### config.mk
export PLATFORM = sky130hd
export DESIGN_NAME = cv32e40p_xmem_data_arbiter
export DESIGN_NICKNAME = d
export VERILOG_FILES = /design/src/rtl/cv32e40p_x_if_pkg.sv /design/src/rtl/cv32e40p_xmem_arb_fifo.sv /design/src/rtl/cv32e40p_xmem_data_arbiter.sv
export SDC_FILE = /design/constraint.sdc
export NUM_CORES = 1
export LEC_CHECK = 0
export CAP_MARGIN = 15
export CORE_AREA = 2 2 121 123
export CTS_BUF_LIST = sky130_fd_sc_hd__clkbuf_16
export CTS_CLUSTER_SIZE = 10
export DETAILED_ROUTE_END_ITERATION = 6
export DIE_AREA = 0 0 123 125
export PLACE_DENSITY = 0.95
export SYNTH_ARGS = -nofsm -noshare
export SYNTH_HDL_FRONTEND = slang
export SYNTH_SLANG_ARGS = --single-unit
export TNS_END_PERCENT = 5
### constraint.sdc
create_clock -name clk_i -period 4.9 [get_ports clk_i]
set_clock_uncertainty 0.1 [all_clocks]
set_input_delay 0.98 -clock clk_i [delete_from_list [all_inputs] [get_ports clk_i]]
set_output_delay 0.98 -clock clk_i [all_outputs]
set_load 0.1 [all_outputs]
### src/rtl/cv32e40p_x_if_pkg.sv
// Shared types for the core/coprocessor memory interface: Xmem width codes,
// arbiter ownership tags and the records carried by the arbiter FIFOs.
package cv32e40p_x_if_pkg;

  typedef enum logic [2:0] {
    XMEM_BYTE = 3'd0,
    XMEM_HALF = 3'd1,
    XMEM_WORD = 3'd2
  } xmem_width_e;

  typedef enum logic {
    OWN_CORE = 1'b0,
    OWN_XMEM = 1'b1
  } arb_owner_e;

  localparam logic XMEM_STATUS_OK  = 1'b0;
  localparam logic XMEM_STATUS_ERR = 1'b1;

  // The width travels with the offset so the load can be masked on return.
  typedef struct packed {
    arb_owner_e  owner;
    xmem_width_e width;
    logic [1:0]  off;
  } arb_id_t;

  typedef struct packed {
    logic [31:0] rdata;
    logic        status;
  } xmem_rsp_t;

  function automatic logic xmem_aligned(input xmem_width_e width, input logic [1:0] off);
    case (width)
      XMEM_BYTE: return 1'b1;
      XMEM_HALF: return !off[0];
      XMEM_WORD: return (off == 2'd0);
      default:   return 1'b0;
    endcase
  endfunction

  function automatic logic [3:0] xmem_be(input xmem_width_e width, input logic [1:0] off);
    case (width)
      XMEM_BYTE: return 4'b0001 << off;
      XMEM_HALF: return 4'b0011 << off;
      default:   return 4'b1111;
    endcase
  endfunction

  function automatic logic [31:0] xmem_extract(input logic [31:0] rdata,
                                               input xmem_width_e width,
                                               input logic [1:0]  off);
    logic [31:0] shifted;
    shifted = rdata >> {off, 3'b000};
    case (width)
      XMEM_BYTE: return shifted & 32'h0000_00ff;
      XMEM_HALF: return shifted & 32'h0000_ffff;
      XMEM_WORD: return shifted;
      default:   return 32'h0;
    endcase
  endfunction

endpackage

### src/rtl/cv32e40p_xmem_arb_fifo.sv
// Small synchronous FIFO of an arbitrary packed type; push and pop may occur in
// the same cycle, and a push into a full FIFO succeeds when a pop frees the slot.
module cv32e40p_xmem_arb_fifo #(
  parameter type         T     = logic,
  parameter int unsigned DEPTH = 2,
  localparam int unsigned CNT_W = $clog2(DEPTH + 1)
) (
  input  logic             clk_i,
  input  logic             rst_i,
  input  logic             push_i,
  input  T                 data_i,
  input  logic             pop_i,
  output T                 data_o,
  output logic             full_o,
  output logic             empty_o,
  output logic [CNT_W-1:0] count_o
);

  localparam int unsigned PTR_W = (DEPTH > 1) ? $clog2(DEPTH) : 1;
  typedef logic [PTR_W-1:0] ptr_t;

  T                 mem [DEPTH];
  ptr_t             wptr_q;
  ptr_t             rptr_q;
  logic [CNT_W-1:0] count_q;
  logic             do_push;
  logic             do_pop;

  function automatic ptr_t next_ptr(input ptr_t p);
    return (p == ptr_t'(DEPTH - 1)) ? '0 : p + ptr_t'(1);
  endfunction

  assign empty_o = (count_q == '0);
  assign full_o  = (count_q == CNT_W'(DEPTH));
  assign count_o = count_q;
  assign do_pop  = pop_i && !empty_o;
  assign do_push = push_i && (!full_o || do_pop);
  assign data_o  = mem[rptr_q];

  always_ff @(posedge clk_i) begin
    if (rst_i) begin
      wptr_q  <= '0;
      rptr_q  <= '0;
      count_q <= '0;
    end else begin
      if (do_push) wptr_q <= next_ptr(wptr_q);
      if (do_pop)  rptr_q <= next_ptr(rptr_q);
      case ({do_push, do_pop})
        2'b10:   count_q <= count_q + CNT_W'(1);
        2'b01:   count_q <= count_q - CNT_W'(1);
        default: ;
      endcase
    end
  end

  // NOTE: storage is deliberately not reset; validity is carried by count_q,
  // which keeps the array a plain register file without a reset tree.
  always_ff @(posedge clk_i) begin
    if (do_push) mem[wptr_q] <= data_i;
  end

endmodule

### src/rtl/cv32e40p_xmem_data_arbiter.sv
// Shares the OBI data port between the core LSU and the coprocessor Xmem channel:
// round-robin address phase with OBI lock, in-order ID tracking, buffered Xmem responses.
module cv32e40p_xmem_data_arbiter
  import cv32e40p_x_if_pkg::*;
#(
  parameter int unsigned MAX_OUTSTANDING = 2,
  parameter int unsigned XMEM_RESP_DEPTH = 2
) (
  input  logic        clk_i,
  input  logic        rst_i,
  input  logic        core_req_i,
  output logic        core_gnt_o,
  input  logic [31:0] core_addr_i,
  input  logic        core_we_i,
  input  logic [3:0]  core_be_i,
  input  logic [31:0] core_wdata_i,
  output logic        core_rvalid_o,
  output logic [31:0] core_rdata_o,
  input  logic        xmem_valid_i,
  output logic        xmem_ready_o,
  input  logic [31:0] xmem_laddr_i,
  input  logic        xmem_we_i,
  input  logic [2:0]  xmem_width_i,
  input  logic [31:0] xmem_wdata_i,
  output logic        xmem_rvalid_o,
  input  logic        xmem_rready_i,
  output logic [31:0] xmem_rdata_o,
  output logic        xmem_status_o,
  output logic        data_req_o,
  input  logic        data_gnt_i,
  output logic [31:0] data_addr_o,
  output logic        data_we_o,
  output logic [3:0]  data_be_o,
  output logic [31:0] data_wdata_o,
  input  logic        data_rvalid_i,
  input  logic [31:0] data_rdata_i
);

  localparam int unsigned ID_CNT_W  = $clog2(MAX_OUTSTANDING + 1);
  localparam int unsigned BUF_CNT_W = $clog2(XMEM_RESP_DEPTH + 1);

  logic                 lock_q;
  arb_owner_e           lock_owner_q;
  arb_owner_e           rr_prio_q;
  logic [ID_CNT_W-1:0]  xmem_inflight_q;

  arb_owner_e           sel;
  logic                 sel_req;
  logic                 handshake;
  logic                 xmem_bus_gnt;
  logic                 xmem_credit;
  logic                 xmem_bus_req;
  logic                 xmem_misaligned;
  logic                 misaligned_accept;
  logic [1:0]           xmem_off;
  xmem_width_e          xmem_width;

  arb_id_t              id_push_data;
  arb_id_t              id_head;
  logic                 id_full;
  logic                 id_empty;
  logic [ID_CNT_W-1:0]  id_count;
  logic                 id_pop;
  logic                 head_is_xmem;

  xmem_rsp_t            buf_push_data;
  xmem_rsp_t            buf_head;
  logic                 buf_push;
  logic                 buf_pop;
  logic                 buf_full;
  logic                 buf_empty;
  logic [BUF_CNT_W-1:0] buf_count;

  assign xmem_off        = xmem_laddr_i[1:0];
  assign xmem_width      = xmem_width_e'(xmem_width_i);
  assign xmem_misaligned = xmem_valid_i && !xmem_aligned(xmem_width, xmem_off);

  // A bus-bound Xmem load must already own a response slot, since rvalid cannot stall.
  always_comb begin
    xmem_credit = (int'(XMEM_RESP_DEPTH) - int'(buf_count) - int'(xmem_inflight_q)) > 0;
  end
  assign xmem_bus_req = xmem_valid_i && !xmem_misaligned && xmem_credit;

  // NOTE: every signal gets a default at the top of an always_comb so no path
  // leaves it unassigned, which would otherwise infer a latch.
  always_comb begin
    sel = OWN_CORE;
    if (lock_q)                          sel = lock_owner_q;
    else if (core_req_i && xmem_bus_req) sel = rr_prio_q;
    else if (xmem_bus_req)               sel = OWN_XMEM;
  end

  assign sel_req      = (sel == OWN_CORE) ? core_req_i : xmem_bus_req;
  assign data_req_o   = !rst_i && !id_full && sel_req;
  assign handshake    = data_req_o && data_gnt_i;
  assign core_gnt_o   = handshake && (sel == OWN_CORE);
  assign xmem_bus_gnt = handshake && (sel == OWN_XMEM);

  // Errored requests bypass the bus, so they wait until nothing Xmem is ahead of them.
  assign misaligned_accept = !rst_i && xmem_misaligned && (xmem_inflight_q == '0)
                             && !buf_full && !lock_q;
  assign xmem_ready_o      = xmem_bus_gnt || misaligned_accept;

  always_comb begin
    data_addr_o  = core_addr_i;
    data_we_o    = core_we_i;
    data_be_o    = core_be_i;
    data_wdata_o = core_wdata_i;
    if (sel == OWN_XMEM) begin
      data_addr_o  = {xmem_laddr_i[31:2], 2'b00};
      data_we_o    = xmem_we_i;
      data_be_o    = xmem_be(xmem_width, xmem_off);
      data_wdata_o = xmem_wdata_i << {xmem_off, 3'b000};
    end
  end

  // NOTE: state registers use non-blocking assignments so every flop samples
  // the pre-edge values regardless of statement order.
  always_ff @(posedge clk_i) begin
    if (rst_i) begin
      lock_q          <= 1'b0;
      lock_owner_q    <= OWN_CORE;
      rr_prio_q       <= OWN_CORE;
      xmem_inflight_q <= '0;
    end else begin
      lock_q <= data_req_o && !data_gnt_i;
      if (data_req_o && !data_gnt_i) lock_owner_q <= sel;
      if (handshake) rr_prio_q <= (sel == OWN_CORE) ? OWN_XMEM : OWN_CORE;
      case ({xmem_bus_gnt, id_pop && head_is_xmem})
        2'b10:   xmem_inflight_q <= xmem_inflight_q + ID_CNT_W'(1);
        2'b01:   xmem_inflight_q <= xmem_inflight_q - ID_CNT_W'(1);
        default: ;
      endcase
    end
  end

  assign id_push_data = '{owner: sel, width: xmem_width, off: xmem_off};

  cv32e40p_xmem_arb_fifo #(
    .T     (arb_id_t),
    .DEPTH (MAX_OUTSTANDING)
  ) u_id_fifo (
    .clk_i   (clk_i),
    .rst_i   (rst_i),
    .push_i  (handshake),
    .data_i  (id_push_data),
    .pop_i   (id_pop),
    .data_o  (id_head),
    .full_o  (id_full),
    .empty_o (id_empty),
    .count_o (id_count)
  );

  assign id_pop        = data_rvalid_i && !id_empty;
  assign head_is_xmem  = (id_head.owner == OWN_XMEM);
  assign core_rvalid_o = !rst_i && id_pop && !head_is_xmem;
  assign core_rdata_o  = data_rdata_i;

  always_comb begin
    buf_push_data = '{rdata: xmem_extract(data_rdata_i, id_head.width, id_head.off),
                      status: XMEM_STATUS_OK};
    if (misaligned_accept) buf_push_data = '{rdata: 32'h0, status: XMEM_STATUS_ERR};
  end

  assign buf_push = !rst_i && ((id_pop && head_is_xmem) || misaligned_accept);
  assign buf_pop  = xmem_rvalid_o && xmem_rready_i;

  cv32e40p_xmem_arb_fifo #(
    .T     (xmem_rsp_t),
    .DEPTH (XMEM_RESP_DEPTH)
  ) u_rsp_buf (
    .clk_i   (clk_i),
    .rst_i   (rst_i),
    .push_i  (buf_push),
    .data_i  (buf_push_data),
    .pop_i   (buf_pop),
    .data_o  (buf_head),
    .full_o  (buf_full),
    .empty_o (buf_empty),
    .count_o (buf_count)
  );

  assign xmem_rvalid_o = !rst_i && !buf_empty;
  assign xmem_rdata_o  = buf_head.rdata;
  assign xmem_status_o = buf_head.status;

  always_ff @(posedge clk_i) begin
    if (!rst_i) begin
      if (data_rvalid_i) begin
        assert (!id_empty)
          else $warning("stray data_rvalid_i with no outstanding transaction dropped");
      end
      assert (int'(id_count) <= int'(MAX_OUTSTANDING))
        else $error("id fifo occupancy out of range");
    end
  end

endmodule
After elaboration in Yosys (flattened, before gate mapping)
Memories as Yosys holds them, arrays and structs flattened. A register that Yosys moved wholly into a read port is not among the register bits.
Index checks and enable logic that the tools add are counted.
{ "word_totals": {"regBits": 13, "ramBits": 78, "in_bits": 176, "out_inout_bits": 139, "n_memories": 2} }
{ "mem_list": {"columns": ["name", "words", "width", "rd", "rd_ports_with_merged_regs", "wr", "line_no", "source"], "rows": [
  ["u_rsp_buf.mem", 2, 33, 1, 1, 1, "cv32e40p_xmem_arb_fifo.sv:22", "T mem [DEPTH];"],
  ["u_id_fifo.mem", 2, 6, 1, 1, 1, "cv32e40p_xmem_arb_fifo.sv:22", null]
]} }
{ "op_classes": {"n_addsub": 12, "n_lt_le_gt_ge": 1, "n_eq_ne": 12, "shifts": 4, "mux": 28, "bitwise": 1, "reduce_logical": 49} }
{ "ops": {"columns": ["op", "n"], "rows": [
  ["$pmux 32 s3", 1],
  ["$mux 32", 2],
  ["$mux 33", 1],
  ["$shl 32x5->32", 1],
  ["$shr 32x5->32", 1],
  ["$logic_and 1x1->1", 25],
  ["$mux 1", 18],
  ["$pmux 2 s2", 3],
  ["$logic_not 1->1", 11],
  ["$eq 2x2->1 const B", 5],
  ["$logic_not 2->1", 4],
  ["$pmux 4 s2", 1],
  ["$add 2x1->2 const B", 3],
  ["$eq 2x1->1 const B", 3],
  ["$eq 3x1->1 const B", 2],
  ["$eq 3x2->1 const B", 2],
  ["$logic_not 3->1", 2],
  ["$reduce_bool 2->1", 3],
  ["$sub 2x1->2 const B", 3],
  ["$add 1x1->1 const B", 4],
  ["$gt 4x1->1 const B", 1],
  ["$logic_or 1x1->1", 4],
  ["$mux 4", 1],
  ["$shl 1x2->4 const A", 1],
  ["5 further kinds", 5]
]} }

Logic depth before layout (Yosys ltp)
Gate-level depths: netlist (run 1).
{ "depth": {"word_depth": 16, "depth_mapped": 14} }

Cells and area by module
Synthesis (run 1) repeated with hierarchy kept, for this count alone.
{ "hier_totals": {"hier_cells": 563, "area_unflattened_um2": 5973.2} }
{ "modules_own_cells": {"columns": ["module", "instances", "cells_per_inst", "area_per_inst_um2"], "rows": [
  ["cv32e40p_xmem_data_arbiter", 1, 384, 2665.1],
  ["cv32e40p_xmem_arb_fifo at u_rsp_buf", 1, 133, 2627.5],
  ["cv32e40p_xmem_arb_fifo at u_id_fifo", 1, 46, 680.7]
]} }

Least setup slack after synthesis (run 1)
Ideal clock, no wire load.
{ "synth_path": {"path_kind": "register to output", "from": "reg u_rsp_buf.count_q[0], in the netlist u_rsp_buf.count_o[0]", "to": "out data_wdata_o[13]", "arrival_ps": 4353, "required_time_ps": 3820, "setup_slack_ps": -533, "path_stages_with_launch": 10, "path_buffers": 1, "path_cell_list": "dfxtp_1 > inv_1 > ha_1 > inv_1 > fa_1 > and3b_1 > a211oi_1 > a32oi_1 > clkbuf_1 > o31ai_1"} }
{ "synth_between": {"elab_chain_len": 8, "elab_cells_between_ends": 9} }
{ "synth_rtl": {"columns": ["item", "line_no", "source"], "rows": [
  ["start: declaration", "cv32e40p_xmem_arb_fifo.sv:25", "logic [CNT_W-1:0] count_q;"],
  ["start signal: assignment", "cv32e40p_xmem_arb_fifo.sv:49", "2'b10: count_q <= count_q + CNT_W'(1);"],
  ["start signal: assignment", "cv32e40p_xmem_arb_fifo.sv:50", "2'b01: count_q <= count_q - CNT_W'(1);"],
  ["$sub 2x2->3 *", "cv32e40p_xmem_data_arbiter.sv:80", "xmem_credit = (int'(XMEM_RESP_DEPTH) - int'(buf_count) - int'(xmem_inflight_q)) > 0;"],
  ["$sub 3x3->4 *", "cv32e40p_xmem_data_arbiter.sv:80", null],
  ["$gt 4x1->1 *", "cv32e40p_xmem_data_arbiter.sv:80", null],
  ["$logic_and 1x1->1 *", "cv32e40p_xmem_data_arbiter.sv:82", "assign xmem_bus_req = xmem_valid_i && !xmem_misaligned && xmem_credit;"],
  ["$mux 1 or $logic_and 1x1->1 (tied branches)", "cv32e40p_xmem_data_arbiter.sv:90, cv32e40p_xmem_data_arbiter.sv:89", null],
  ["$mux 1 *", "cv32e40p_xmem_data_arbiter.sv:89", "else if (core_req_i && xmem_bus_req) sel = rr_prio_q;"],
  ["$mux 1 *", "cv32e40p_xmem_data_arbiter.sv:88", "if (lock_q) sel = lock_owner_q;"],
  ["$mux 32 *", "cv32e40p_xmem_data_arbiter.sv:109", "if (sel == OWN_XMEM) begin"],
  ["end: declaration", "cv32e40p_xmem_data_arbiter.sv:34", "output logic [31:0] data_wdata_o,"]
]} }
Mark *: on every way between the ends. The rest lies on a longest branch, timed or not.

Worst setup path after layout (run 1)
{ "layout_path": {"from": "reg u_rsp_buf.count_q[0], in the netlist u_rsp_buf.count_o[0]", "to": "out data_wdata_o[18]"} }
The elaborated chain is that of the path after synthesis.

==> results.tsv, run 1 <==
metric	value	unit
outcome	completed	
hold_buf cts	0	
drt drc	0	
Ys Warns	0	
Final Max Slew Viols	0	
Clock Sink Count	93	
1st-pass router iterations	4	
Distinct cells, synth	52	
RR Endpoint	u_id_fifo.count_o[1]$_SDFFE_PP0P_	
syn avg cell area	9.27	sq um
area grow syn2layout	67.3	%
drt first-iter violations	381	
layout cells sized above 1	0.246	
post-synthesis simple-gate area fraction	0.209	
count of final setup violators	0	
Max Cap Violations	0	
largest family of logic cells by synthesized area	simple AND/OR/NAND/NOR gates	
commonest non-fill, non-tap cell in the layout	nand2_1	
Die ar.	15400	sq um
placed cell areas	9590	sq um
Slew headroom	0.337	
Die X	123	microns
final core occ	0.700	
CP Cell Sequence	inv_1 -> ha_1 -> inv_1 -> fa_1 -> and3b_1 -> a211oi_1 -> a32oi_4 -> clkinv_2 -> buf_4 -> nor2_1 -> a21oi_1 -> buf_12	
Yosys reg bits	93	
Synth Area in Compound Gates	0.0892	
worst-case reg-to-reg path depth	12	
crit path time final	4.73	ns
critical path type	flop to output port	
Synth async-reset ratio	0	
total power	3.35	mW
Routed WL per cell	20.0	microns
largest cells by area after synthesis	edfxtp_1 39%, nand2_1 11%, mux2_2 8.1%	
vias in the first global route	6038	
highest net fanout along the worst path	22	
Worst Setup Slack, final	0.173	ns
core area	14200	sq um
wirelength, routed	22200	microns
RSZ-0062 raised after global routing	false	
Leak	4.17	nW
EDFF count, synth	78	
final instance area	9950	sq um
Worst EP required	3.82	ns
Clock Tree Buf Depth	2	
mux share of post-synthesis cell area	0.144	
FP Rows	44	
leading area contributor after synthesis	edfxtp_1	
xor and xnor area share after synthesis	0.0147	
first-pass GRT wire length	32700	microns
clock slew at reported path FFs	0.07	ns
fin crit share	0.965	
Worst setup EP type	output port	
Die Y	125	microns
Port Buffers	314	
Storage cell area	2640	sq um
Worst setup SP type	flop	
synthesized area	5940	sq um
Max stage delay on crit path	0.50	ns
worst hold stages	2	
Syn Nets	826	
ys flop type	edfxtp_1	
via count	5888	
R2R Path Start	u_rsp_buf.count_o[0]$_SDFFE_PP0P_	
Worst-Margin Slew	0.975	ns
htree depth	3	
top cell type's share of synthesized area	0.394	
WP data arrival	3.65	ns
post-synthesis sequential area ratio	0.445	
Max Clock Freq	0.212	GHz
TritonCTS clock tree	yes	
setup_tns	0	ns
Starting Density	0.419	
DP HPWL	17400	microns
adder-cell share of the synthesized area	0.0202	
Via-to-Cell Ratio	5.32	
total global routing overflow	0	
root buf cell	clkbuf_16	
Cells after Synth	641	
Hold Crit Class	flop to flop	
Final Hold Fails	0	
Hold Path Sink	rr_prio_q$_SDFFE_PP0N_	
Placement Setup Slack	0.382	ns
later-pin clock latency in the skew report	0.34	ns
power per standard cell area	337	nW/um^2
largest net degree at the start of global routing	66	
CTS Buf Count	9	
reg-to-reg slack, setup	1.29	ns
initial antenna violation count	4	
commonest cells after routing, fill and taps aside	182 x nand2_1, 175 x clkdlybuf4s50_1, 79 x buf_4	
GP Congestion	0.968	
highest-delay cell along the critical path	fa_1	
multi-input logic area	2870	sq um
total track usage	0.283	
io pins	315	
hold_sp	rr_prio_q$_SDFFE_PP0N_	
Worst VDD drop	0.197	mV
fin nets	1098	
most frequent CP cell	inv_1	
FILL cells	991	
DRT antenna net count	0	
## power by group
part | internal [mW] | switching [mW]
clock network | 0.501 | 0.289
registers | 0.914 | 0.0303
logic | 0.538 | 1.08
## worst max-delay path, delay by kind of cell (launching register included)
kind            cells  cell delay (ns)
fa+ha+maj           2             0.78
buf+inv             5             0.92
simple gates        2             0.24
flops               1             0.40
compound gates      3             0.94
## flip-flops by register name, indices dropped and copies added (netlist names), named ones only
name,flops
lock_owner_q,1
u_rsp_buf.count_o,2
u_rsp_buf.mem,66
u_id_fifo.wptr_q,1
rr_prio_q,1
u_id_fifo.count_o,2
lock_q,1
u_id_fifo.mem,12
u_rsp_buf.wptr_q,1
xmem_inflight_q,2
u_id_fifo.rptr_q,1
u_rsp_buf.rptr_q,1
## per-layer routing
layer  global-route usage  share of wire  wire (microns)
met3               0.0689          0.084            1860
met2                0.503           0.51           11300
met5                    0              0               0
met1                0.296           0.34            7540
met4                0.170          0.064            1410
## worst max-delay path by stage
| stage | startpoint | end | cells after the start |
|---|---|---|---|
| after floorplan | u_rsp_buf.count_o[0]$_SDFFE_PP0P_ | data_wdata_o[13] | 9 |
| after global placement | xmem_width_i[0] | data_wdata_o[8] | 7 |
| after detailed placement | xmem_width_i[0] | data_wdata_o[18] | 9 |
| after CTS | u_rsp_buf.count_o[0]$_SDFFE_PP0P_ | data_wdata_o[18] | 12 |
| after global routing | u_rsp_buf.count_o[0]$_SDFFE_PP0P_ | data_wdata_o[18] | 12 |
| final | u_rsp_buf.count_o[0]$_SDFFE_PP0P_ | data_wdata_o[18] | 12 |
## cell type report
class                           instances  share of cell area
Sequential cell                        93               0.266
Multi-Input combinational cell        470               0.288
Timing Repair Buffer                  328               0.383
Inverter                               11             0.00428
Antenna cell                            4             0.00101
Clock inverter                          7              0.0121
Clock buffer                            9              0.0226
Tap cell                              184              0.0231
## synthesized netlist by cell type (2+ instances only)
cell type,count
a211oi_1,2
a21oi_1,33
a31oi_1,4
and2_1,20
and3_1,8
buf_1,3
buf_2,12
buf_4,34
buf_6,4
clkbuf_1,14
dfxtp_1,15
edfxtp_1,78
ha_1,8
inv_1,10
mux2_2,43
mux2i_1,36
nand2_1,182
nand2b_1,6
nand3_1,10
nor2_1,43
nor2b_1,5
nor3_1,3
o211ai_1,8
o21ai_0,15
o31ai_1,8
or3_1,3
xnor2_1,5
xor2_1,5
## metrics by stage
stage,instances,hold WS (ns)
4_1_cts,1102,0.370
3_3_place_gp,1086,0.350
6_report,1106,0.370
5_1_grt,1106,0.381
3_5_place_dp,1086,0.360
2_1_floorplan,641,0.331
## timing repair
item | CTS | global route
setup endpoints to repair | 0 | 4
gates resized for setup | 0 | 2
buffers inserted | 0 | 0
## cell families after synthesis
family          count (synthesis)
fa+ha+maj                       9
mux                            80
compound gates                 83
flops                          93
simple gates                  288
buf+inv                        78
xor+xnor                       10
Power figures use the tool's default switching activity.
==> run 2: changes to the inputs <==
Settings changed: CAP_MARGIN 15 to 20.
==> results of run 2 <==
No change in the layout: final DEF, timing and power equal those of run 1.
